`config.mk`:
```
export PLATFORM = sky130hd
export DESIGN_NAME = neuron_mac_seq
export DESIGN_NICKNAME = d
export VERILOG_FILES = /design/src/rtl/neuron_pkg.sv /design/src/rtl/sat_relu.sv /design/src/rtl/neuron_mac_seq.sv
export SDC_FILE = /design/constraint.sdc
export NUM_CORES = 1
export LEC_CHECK = 0
export BUFFER_PORTS_ARGS = -buffer_cell sky130_fd_sc_hd__buf_2
export CAP_MARGIN = 20
export CORE_UTILIZATION = 25
export CTS_BUF_LIST = sky130_fd_sc_hd__clkbuf_16
export DETAILED_ROUTE_END_ITERATION = 10
export MAX_ROUTING_LAYER = met4
export SLEW_MARGIN = 5
export SYNTH_ARGS = -nofsm -noshare
export SYNTH_HDL_FRONTEND = slang
export SYNTH_HIERARCHICAL = 1
export SYNTH_SLANG_ARGS = --single-unit
```
`constraint.sdc`:
```
create_clock -name clk -period 7.2 [get_ports clk]
set_input_delay 0.36 -clock clk [delete_from_list [all_inputs] [get_ports clk]]
set_output_delay 0.36 -clock clk [all_outputs]
set_load 0.05 [all_outputs]
```
`src/rtl/neuron_pkg.sv`:
```
// Shared definitions for the neuron datapath: sequencer states and default Q-format constants.
package neuron_pkg;

    localparam int unsigned WeightWidth = 16;
    localparam int unsigned FracBits    = 8;

    localparam logic signed [WeightWidth-1:0] SatMax = 16'sh7fff;
    localparam logic signed [WeightWidth-1:0] SatMin = 16'sh8000;

    typedef enum logic [1:0] {
        StIdle,
        StIssue,
        StDrain,
        StOut
    } state_e;

endpackage

```
`src/rtl/sat_relu.sv`:
```
// Converts a wide fixed-point accumulator to a saturated output word, with optional ReLU.
module sat_relu
    import neuron_pkg::*;
#(
    parameter int unsigned accWidth    = 40,
    parameter int unsigned weightWidth = WeightWidth,
    parameter int unsigned fracBits    = FracBits
) (
    input  logic signed [accWidth-1:0]    acc,
    input  logic                          relu_en,
    output logic signed [weightWidth-1:0] result
);

    // Output limits expressed at accumulator width so the compare needs no truncation.
    localparam logic signed [accWidth-1:0] HiLim =
        {{(accWidth-weightWidth+1){1'b0}}, {(weightWidth-1){1'b1}}};
    localparam logic signed [accWidth-1:0] LoLim =
        {{(accWidth-weightWidth+1){1'b1}}, {(weightWidth-1){1'b0}}};
    localparam logic signed [weightWidth-1:0] OutMax = {1'b0, {(weightWidth-1){1'b1}}};
    localparam logic signed [weightWidth-1:0] OutMin = {1'b1, {(weightWidth-1){1'b0}}};

    logic signed [accWidth-1:0]    shifted;
    logic signed [weightWidth-1:0] sat;

    assign shifted = acc >>> fracBits;

    always_comb begin
        sat = shifted[weightWidth-1:0];
        if (shifted > HiLim) begin
            sat = OutMax;
        end else if (shifted < LoLim) begin
            sat = OutMin;
        end
    end

    assign result = (relu_en && sat[weightWidth-1]) ? '0 : sat;

endmodule

```
`src/rtl/neuron_mac_seq.sv`:
```
// Sweeps the weight memory, accumulates weight*activation on top of a bias and emits one
// saturated neuron output per start.
module neuron_mac_seq
    import neuron_pkg::*;
#(
    parameter int unsigned inWidth     = 121,
    parameter int unsigned weightWidth = WeightWidth,
    parameter int unsigned memoryDepth = 7,
    parameter int unsigned fracBits    = FracBits,
    parameter int unsigned accWidth    = 40
) (
    input  logic                   clk,
    input  logic                   reset_n,
    input  logic                   start,
    input  logic [weightWidth-1:0] bias,
    input  logic                   relu_en,
    output logic [memoryDepth-1:0] mem_address,
    output logic                   mem_write_enable,
    input  logic [weightWidth-1:0] mem_data_out,
    input  logic [weightWidth-1:0] act_data,
    output logic                   busy,
    output logic [weightWidth-1:0] result,
    output logic                   result_valid
);

    localparam logic [memoryDepth-1:0] LastAddr = memoryDepth'(inWidth - 1);
    localparam int unsigned ProdWidth = 2 * weightWidth;

    state_e                   state_q, state_d;
    logic [memoryDepth-1:0]   addr_q, addr_d;
    logic                     rd_valid_q;
    logic signed [accWidth-1:0] acc_q, acc_d;
    logic                     relu_q, relu_d;
    logic [weightWidth-1:0]   result_q, result_d;
    logic                     result_valid_q, result_valid_d;

    logic signed [ProdWidth-1:0]   prod;
    logic signed [accWidth-1:0]    prod_ext;
    logic signed [accWidth-1:0]    bias_ext;
    logic signed [weightWidth-1:0] sat_out;

    assign prod     = $signed(mem_data_out) * $signed(act_data);
    assign prod_ext = {{(accWidth-ProdWidth){prod[ProdWidth-1]}}, prod};
    assign bias_ext = {{(accWidth-weightWidth){bias[weightWidth-1]}}, bias};

    sat_relu #(
        .accWidth    (accWidth),
        .weightWidth (weightWidth),
        .fracBits    (fracBits)
    ) u_sat_relu (
        .acc     (acc_q),
        .relu_en (relu_q),
        .result  (sat_out)
    );

    always_ff @(posedge clk or negedge reset_n) begin
        if (!reset_n) begin
            state_q <= StIdle;
        end else begin
            state_q <= state_d;
        end
    end

    always_comb begin
        state_d = state_q;
        unique case (state_q)
            StIdle:  if (start) state_d = StIssue;
            StIssue: if (addr_q == LastAddr) state_d = StDrain;
            StDrain: state_d = StOut;
            StOut:   state_d = StIdle;
            default: state_d = StIdle;
        endcase
    end

    always_comb begin
        addr_d         = addr_q;
        acc_d          = acc_q;
        relu_d         = relu_q;
        result_d       = result_q;
        result_valid_d = 1'b0;
        unique case (state_q)
            StIdle: begin
                addr_d = '0;
                if (start) begin
                    acc_d  = bias_ext <<< fracBits;
                    relu_d = relu_en;
                end
            end
            StIssue: begin
                if (addr_q != LastAddr) addr_d = addr_q + 1'b1;
            end
            StDrain: ;
            StOut: begin
                addr_d         = '0;
                result_d       = sat_out;
                result_valid_d = 1'b1;
            end
            default: ;
        endcase
        // Data for the address issued on the previous edge is on the bus now.
        if (rd_valid_q) acc_d = acc_q + prod_ext;
    end

    always_ff @(posedge clk or negedge reset_n) begin
        if (!reset_n) begin
            addr_q         <= '0;
            rd_valid_q     <= 1'b0;
            acc_q          <= '0;
            relu_q         <= 1'b0;
            result_q       <= '0;
            result_valid_q <= 1'b0;
        end else begin
            addr_q         <= addr_d;
            rd_valid_q     <= (state_q == StIssue);
            acc_q          <= acc_d;
            relu_q         <= relu_d;
            result_q       <= result_d;
            result_valid_q <= result_valid_d;
        end
    end

    assign mem_address      = addr_q;
    assign mem_write_enable = 1'b0;
    assign busy             = (state_q != StIdle);
    assign result           = result_q;
    assign result_valid     = result_valid_q;

endmodule

```
==> results.md, run 1 <==
* Outcome: finished clean
* Post-CTS sizing at 0
* WL final at 38150 um
* # setup viols final at 0
* RePlAce Congestion at 0.8780
* Drt first pass iters at 8
* Worst Setup Path Type: in -> reg
* Total die area at 63280 um^2
* Routed Antenna Nets at 0
* Reg2reg setup slack at 1470 ps
* Ports at 78
* # H-tree levels at 3
* Ys Warns at 6
* Via count at 11.05k
* DIE HEIGHT at 251.6 um
* Slew HR at 0.3317
* Placed insts at 2545
* Final Cycle Share at 0.9055
* Crit path cell chain: buf_2 -> nand2_1 -> inv_1 -> fa_1 -> fa_1 -> inv_1 -> fa_1 -> inv_1 -> fa_1 -> fa_1 -> inv_1 -> fa_1 -> inv_1 -> ha_1 -> nand3_1 -> or2_2 -> a2111oi_4 -> o2111ai_2 -> a211oi_2 -> o21bai_1 -> xor2_1 -> a21oi_1
* FP Rows at 91
* Setup crit end kind: flop
* Routed wire per std cell at 14.87 um
* Worst skew pair latency at 340 ps
* Area Growth Syn to Fin at 10.69%
* CTS tree: built
* Cell family with most CP delay: adder cells
* EDFF count, synth at 0
* Initial antenna violation count at 4
* Setup TNS at 0 ps
* Clk Tree Root Cell: clkbuf_16
* Vias/cell at 4.306
* Post-synth top area share at 0.4243
* Max frequency at 153.4 MHz
* Initial Utilization at 0.2528
* Main synth FF type: dfrtp_1
* CTS sink count at 68
* CP startpoint: mem_data_out[15]
* Max-slew violations at 0
* Gr usage total at 0.1338
* Min-delay worst type: in -> async
* Synth top area cells: fa_1 (42%), dfrtp_1 (11%), inv_1 (10%)
* Hold Fails Final Rpt at 0
* Syn Area/Cell at 9.290 um^2
* Total CTS buffers at 9
* Top-count cell post-synth: inv_1
* Post-CTS setup buffers at 0
* Crit path top cell by count: fa_1
* # nets final at 2222
* CTS clk-pin slew, worst paths at 60 ps
* Cell taking the most area after synthesis: fa_1
* Vias in the first global route at 12.23k
* Mapped Nets at 2179
* Yosys reg bits at 68
* Hold_buf cts at 0
* Worst setup SP type: input pin
* Arrival @ worst endpoint at 6700 ps
* Worst Path Required at 7380 ps
* Global route overflow at 0
* Slowest Stage Delay on Critical Path at 550 ps
* R2r startpoint: acc_q[15]
* Max Root-Sink Buffers at 2
* First-pass GRT wire length at 65890 um
* Worst Skew at 10.98 ps
* Synth cell types at 65
* Initial DRC count at 472
* Residual DRC at 0
* CP Buf/Inv Count at 6
* RSZ-0062 raised after global routing: no
* Dpl hpwl at 33130 um
* Tmin final at 6520 ps
* Port Buffers at 76
* Pin count of the biggest net entering global routing at 76
* Final std cells w/o fill at 2565
* Layout cells sized above 1 at 0.08295
* Critical-path top delay cell: fa_1
* Filler Cells Inserted at 6511
* Core Region at 61600 um^2
* Register area share after synthesis at 0.1093
* Chip Width at 251.6 um
* Post-layout util at 0.2798
* Max Cap Violations at 0
* CP max FO at 16
* Gate Count Post-Synth at 1676
* Post-synth ARST share at 1.000
* Synth Cell Area at 15570 um^2
* Top cells by count, synth: inv_1 (415), fa_1 (330), nand2_1 (185), ha_1 (121), and2_1 (115)
* Slew @ Worst Pin at 998.8 ps
-- state kept, by name, summed over array words and instances (netlist names) --
register / cells
result_valid: 1
rd_valid_q: 1
relu_q: 1
state_q: 2
mem_address: 7
acc_q: 40
result: 16
-- worst paths after layout --
path	cells past startpoint	end
max in group asynchronous	1	rd_valid_q
max reg2reg	18	acc_q[37]
min	1	result_valid
max	22	acc_q[37]
min reg2reg	1	result[12]
min in group clk	2	relu_q
-- worst reg2reg max path, cell delays in order (launching register included) --
cell and delay (ps):
dfrtp_1 370, inv_1 100, fa_1 510, inv_1 50, fa_1 520, fa_1 430, fa_1 530, inv_1 70
fa_1 530, inv_1 40, ha_1 390, nand4_1 190, or2_2 350, a2111oi_4 480, o2111ai_2 210, a211oi_2 410
o21bai_1 140, xor2_1 170, a21oi_1 90
-- placed cells by master (no fill, tap or decap), drive strengths merged, types with 6 or more instances in the layout --
cell	instances
a211oi	21
nor2	65
nand3	10
nand2	185
dfrtp	68
mux2	18
clkbuf	9
a21o	13
ha	121
or3	6
o21bai	8
nand2b	7
xnor2	20
a21oi	58
mux2i	15
o21a	6
nor4	8
fa	330
inv	417
o21ai	48
nor3	8
buf	86
and2	115
and3	7
xor2	14
-- cell type report --
type                       instances  area, um^2  area share
multi-input combinational       1138       12090      0.7016
sequential                        68        1703     0.09881
inverter                         416        1562     0.09061
tap                              837        1047     0.06077
timing repair buffer              86       457.9     0.02657
clock buffer                       9       225.2     0.01307
clock inverter                     7       137.6    0.007986
antenna                            4       10.01   0.0005808
-- logic make-up after synthesis --
group,after synthesis,synth area share
buf+inv,470,0.1143
flops,68,0.1093
other cells,1,0.0002408
simple gates,427,0.1312
fa+ha+maj,451,0.5215
mux,33,0.02266
compound gates,192,0.08165
xor+xnor,34,0.01913
-- metal layers --
layer / global-route usage / share of wire / routed length, um / vias to the layer above
li1: - / - / - / 5157
met1: 0.1872 / 0.49 / 18690 / 5617
met4: 0.02648 / 0.012 / 445 / 0
met5: - / 0 / 0 / -
met2: 0.2034 / 0.45 / 17160 / 239
met3: 0.02197 / 0.049 / 1855 / 33
-- through the flow --
step                      setup WS (ps)  hold WS (ps)  instance area, um^2
final                             680.2         111.7                17230
after global routing              428.0         210.3                17230
after CTS                         699.2         205.2                17220
after floorplan                   803.1         64.41                15570
after global placement            457.6         488.7                16860
after detailed placement          363.5         494.7                16860
Power of run 1 is not shown: default switching activity piles up to over one toggle a cycle in this logic, so the estimate is an artifact.
==> inputs of run 2 (changes only) <==
Settings changed: PLACE_DENSITY set to 0.4.
==> run 2 against run 1 <==
Register-to-register slack worse by 50 ps. Sequential share of layout area about the same. Non-clock buffer count is 10 higher. Setup slack worse by 23 ps. Hold slack gained 45 ps.
==> results.md, run 2 (synthesized netlist as in run 1, its figures left out) <==
* Reg with most FFs: acc_q
* Setup crit end kind: flop
* Residual DRC at 0 (unchanged)
* Post-CTS setup buffers at 0 (unchanged)
* Max Root-Sink Buffers at 2 (unchanged)
* Worst Skew at 8.200 ps (-2.777 ps)
* Area Growth Syn to Fin at 10.90%
* First-pass GRT wire length at 72550 um (+10%)
* Gr usage total at 0.1509 (+0.01710)
* Hold Fails Final Rpt at 0 (unchanged)
* Vias/cell at 4.219 (-2.0%)
* RSZ-0062 raised after global routing: no
* Worst setup SP type: input pin
* Cell family with most CP delay: adder cells
* CP max FO at 11 (-5)
* Area of all sequential standard cells at 1703 um^2 (unchanged)
* Initial Utilization at 0.2528 (unchanged)
* Arrival @ worst endpoint at 6760 ps (+60 ps)
* Crit path cell chain: buf_2 -> inv_1 -> buf_4 -> nor2_1 -> fa_1 -> fa_1 -> fa_1 -> fa_1 -> fa_1 -> inv_1 -> fa_1 -> inv_1 -> ha_1 -> a21o_1 -> or4_1 -> o22ai_2 -> a21bo_2 -> a21oi_2 -> o31a_1 -> or3_1 -> a31o_1
* # H-tree levels at 3 (unchanged)
* Hold_buf cts at 0 (unchanged)
* Dpl hpwl at 37050 um (+12%)
* WL final at 42880 um (+12%)
* Final Cycle Share at 0.9087 (+0.003150)
* Via count at 10.87k (-1.6%)
* Area of the multi-input gates at 12090 um^2 (unchanged)
* Chip Width at 251.6 um (unchanged)
* CP Buf/Inv Count at 5 (-1)
* Total die area at 63280 um^2 (unchanged)
* CTS tree: built
* Slew @ Worst Pin at 1008 ps (+9.245 ps)
* Initial DRC count at 561 (+19%)
* # nets final at 2232 (+0.45%)
* Worst Setup Path Type: in -> reg
* Crit path top cell by count: fa_1
* Tmin final at 6542 ps (+22.68 ps)
* Commonest non-fill, non-tap cell in the layout: inv_1
* Critical-path top delay cell: fa_1
* Port Buffers at 76 (unchanged)
* Pin count of the biggest net entering global routing at 76 (unchanged)
* Initial antenna violation count at 6 (+2)
* CTS sink count at 68 (unchanged)
* Core Region at 61600 um^2 (unchanged)
* Vias in the first global route at 12.24k (+0.16%)
* Max-slew violations at 0 (unchanged)
* # setup viols final at 0 (unchanged)
* Clk Tree Root Cell: clkbuf_16
* Filler Cells Inserted at 6610 (+1.5%)
* Outcome: finished clean
* Post-CTS sizing at 0 (unchanged)
* Max frequency at 152.8 MHz (-0.35%)
* Worst skew pair latency at 330 ps (about the same)
* Drt first pass iters at 5 (-3)
* Slew HR at 0.3256 (-0.006184)
* CTS clk-pin slew, worst paths at 60 ps (about the same)
* DIE HEIGHT at 251.6 um (unchanged)
* RePlAce Congestion at 0.8302 (-5.4%)
* Area of placed instances at 16940 um^2 (+0.44%)
* Total CTS buffers at 9 (unchanged)
* Global route overflow at 0 (unchanged)
* Most frequent cells in the layout: inv_1 (415), fa_1 (330), nand2_1 (184)
* Hold WS at 156.3 ps (+44.61 ps)
* Layout cells sized above 1 at 0.08824 (+0.005289)
* Min-delay worst type: in -> async
* Worst Path Required at 7420 ps (+40 ps)
* Fin area at 17270 um^2 (+0.20%)
* Routed wire per std cell at 16.64 um (+12%)
* Routed Antenna Nets at 0 (unchanged)
* Max reg flops at 40 (unchanged)
* Ports at 78 (unchanged)
* Slowest Stage Delay on Critical Path at 590 ps (+40 ps)
* FP Rows at 91 (unchanged)
* Max Cap Violations at 0 (unchanged)
* Setup TNS at 0 ps (unchanged)
[run 2: changes by cell type in the layout (fill, tap and decap cells not counted), sizes merged]
cell	previous run	this run
bufinv	4	2
buf	86	96
clkinvlp	0	3
diode	4	6
inv	417	416
[run 2: path summary, 6_finish.rpt]
check / end / cells after the start / start / slack, ps
worst max-delay path: acc_q[36] / 21 / act_data[15] / 660
worst min-delay path: acc_q[34] / 1 / reset_n / 160
worst max register to register: acc_q[36] / 19 / acc_q[15] / 1420
worst min register to register: result[1] / 1 / result[1] / 500
max in group asynchronous: rd_valid_q / 1 / reset_n / 6390
min in group clk: relu_q / 2 / relu_en / 280
[run 2: through the flow]
stage | instances | setup slack [ps] | utilization
finish | 2577 | 657.6 | 0.2803
CTS | 2571 | 636.7 | 0.2801
global placement | 2555 | 356.2 | 0.2749
global route | 2577 | 266.3 | 0.2803
detailed placement | 2555 | 321.1 | 0.2749
floorplan | 1676 | 803.1 | -
[run 2: layout make-up]
| cell class | instances | area share |
|---|---|---|
| repair buffers | 96 | 0.03087 |
| flip-flops and latches | 68 | 0.09862 |
| well taps | 837 | 0.06065 |
| diodes | 6 | 0.0008695 |
| multi-input cells | 1138 | 0.7002 |
| inverters | 416 | 0.09043 |
| clock inverters | 7 | 0.005289 |
| clock buffers | 9 | 0.01304 |
[run 2: worst register-to-register path, stage by stage, from the launching register on]
cell      delay [ps]
dfrtp_1          380
inv_1            140
fa_1             530
inv_1             60
fa_1             520
fa_1             440
fa_1             520
inv_1             70
fa_1             530
inv_1             40
ha_1             370
a211oi_1         260
nor2_1           100
or4_1            430
o22ai_2          160
a21bo_2          210
a21oi_2           90
o31a_1           300
or3_1            310
a31o_1           220
[run 2: per-layer routing]
| layer | vias to the layer above | global-route usage | share of wire |
|---|---|---|---|
| met1 | 5515 | 0.2311 | 0.54 |
| met4 | 0 | 0.02352 | 0.011 |
| met2 | 163 | 0.2162 | 0.42 |
| met3 | 20 | 0.01434 | 0.029 |
| met5 | - | - | 0 |
| li1 | 5174 | - | - |
Power of run 2 is left out for the same reason.
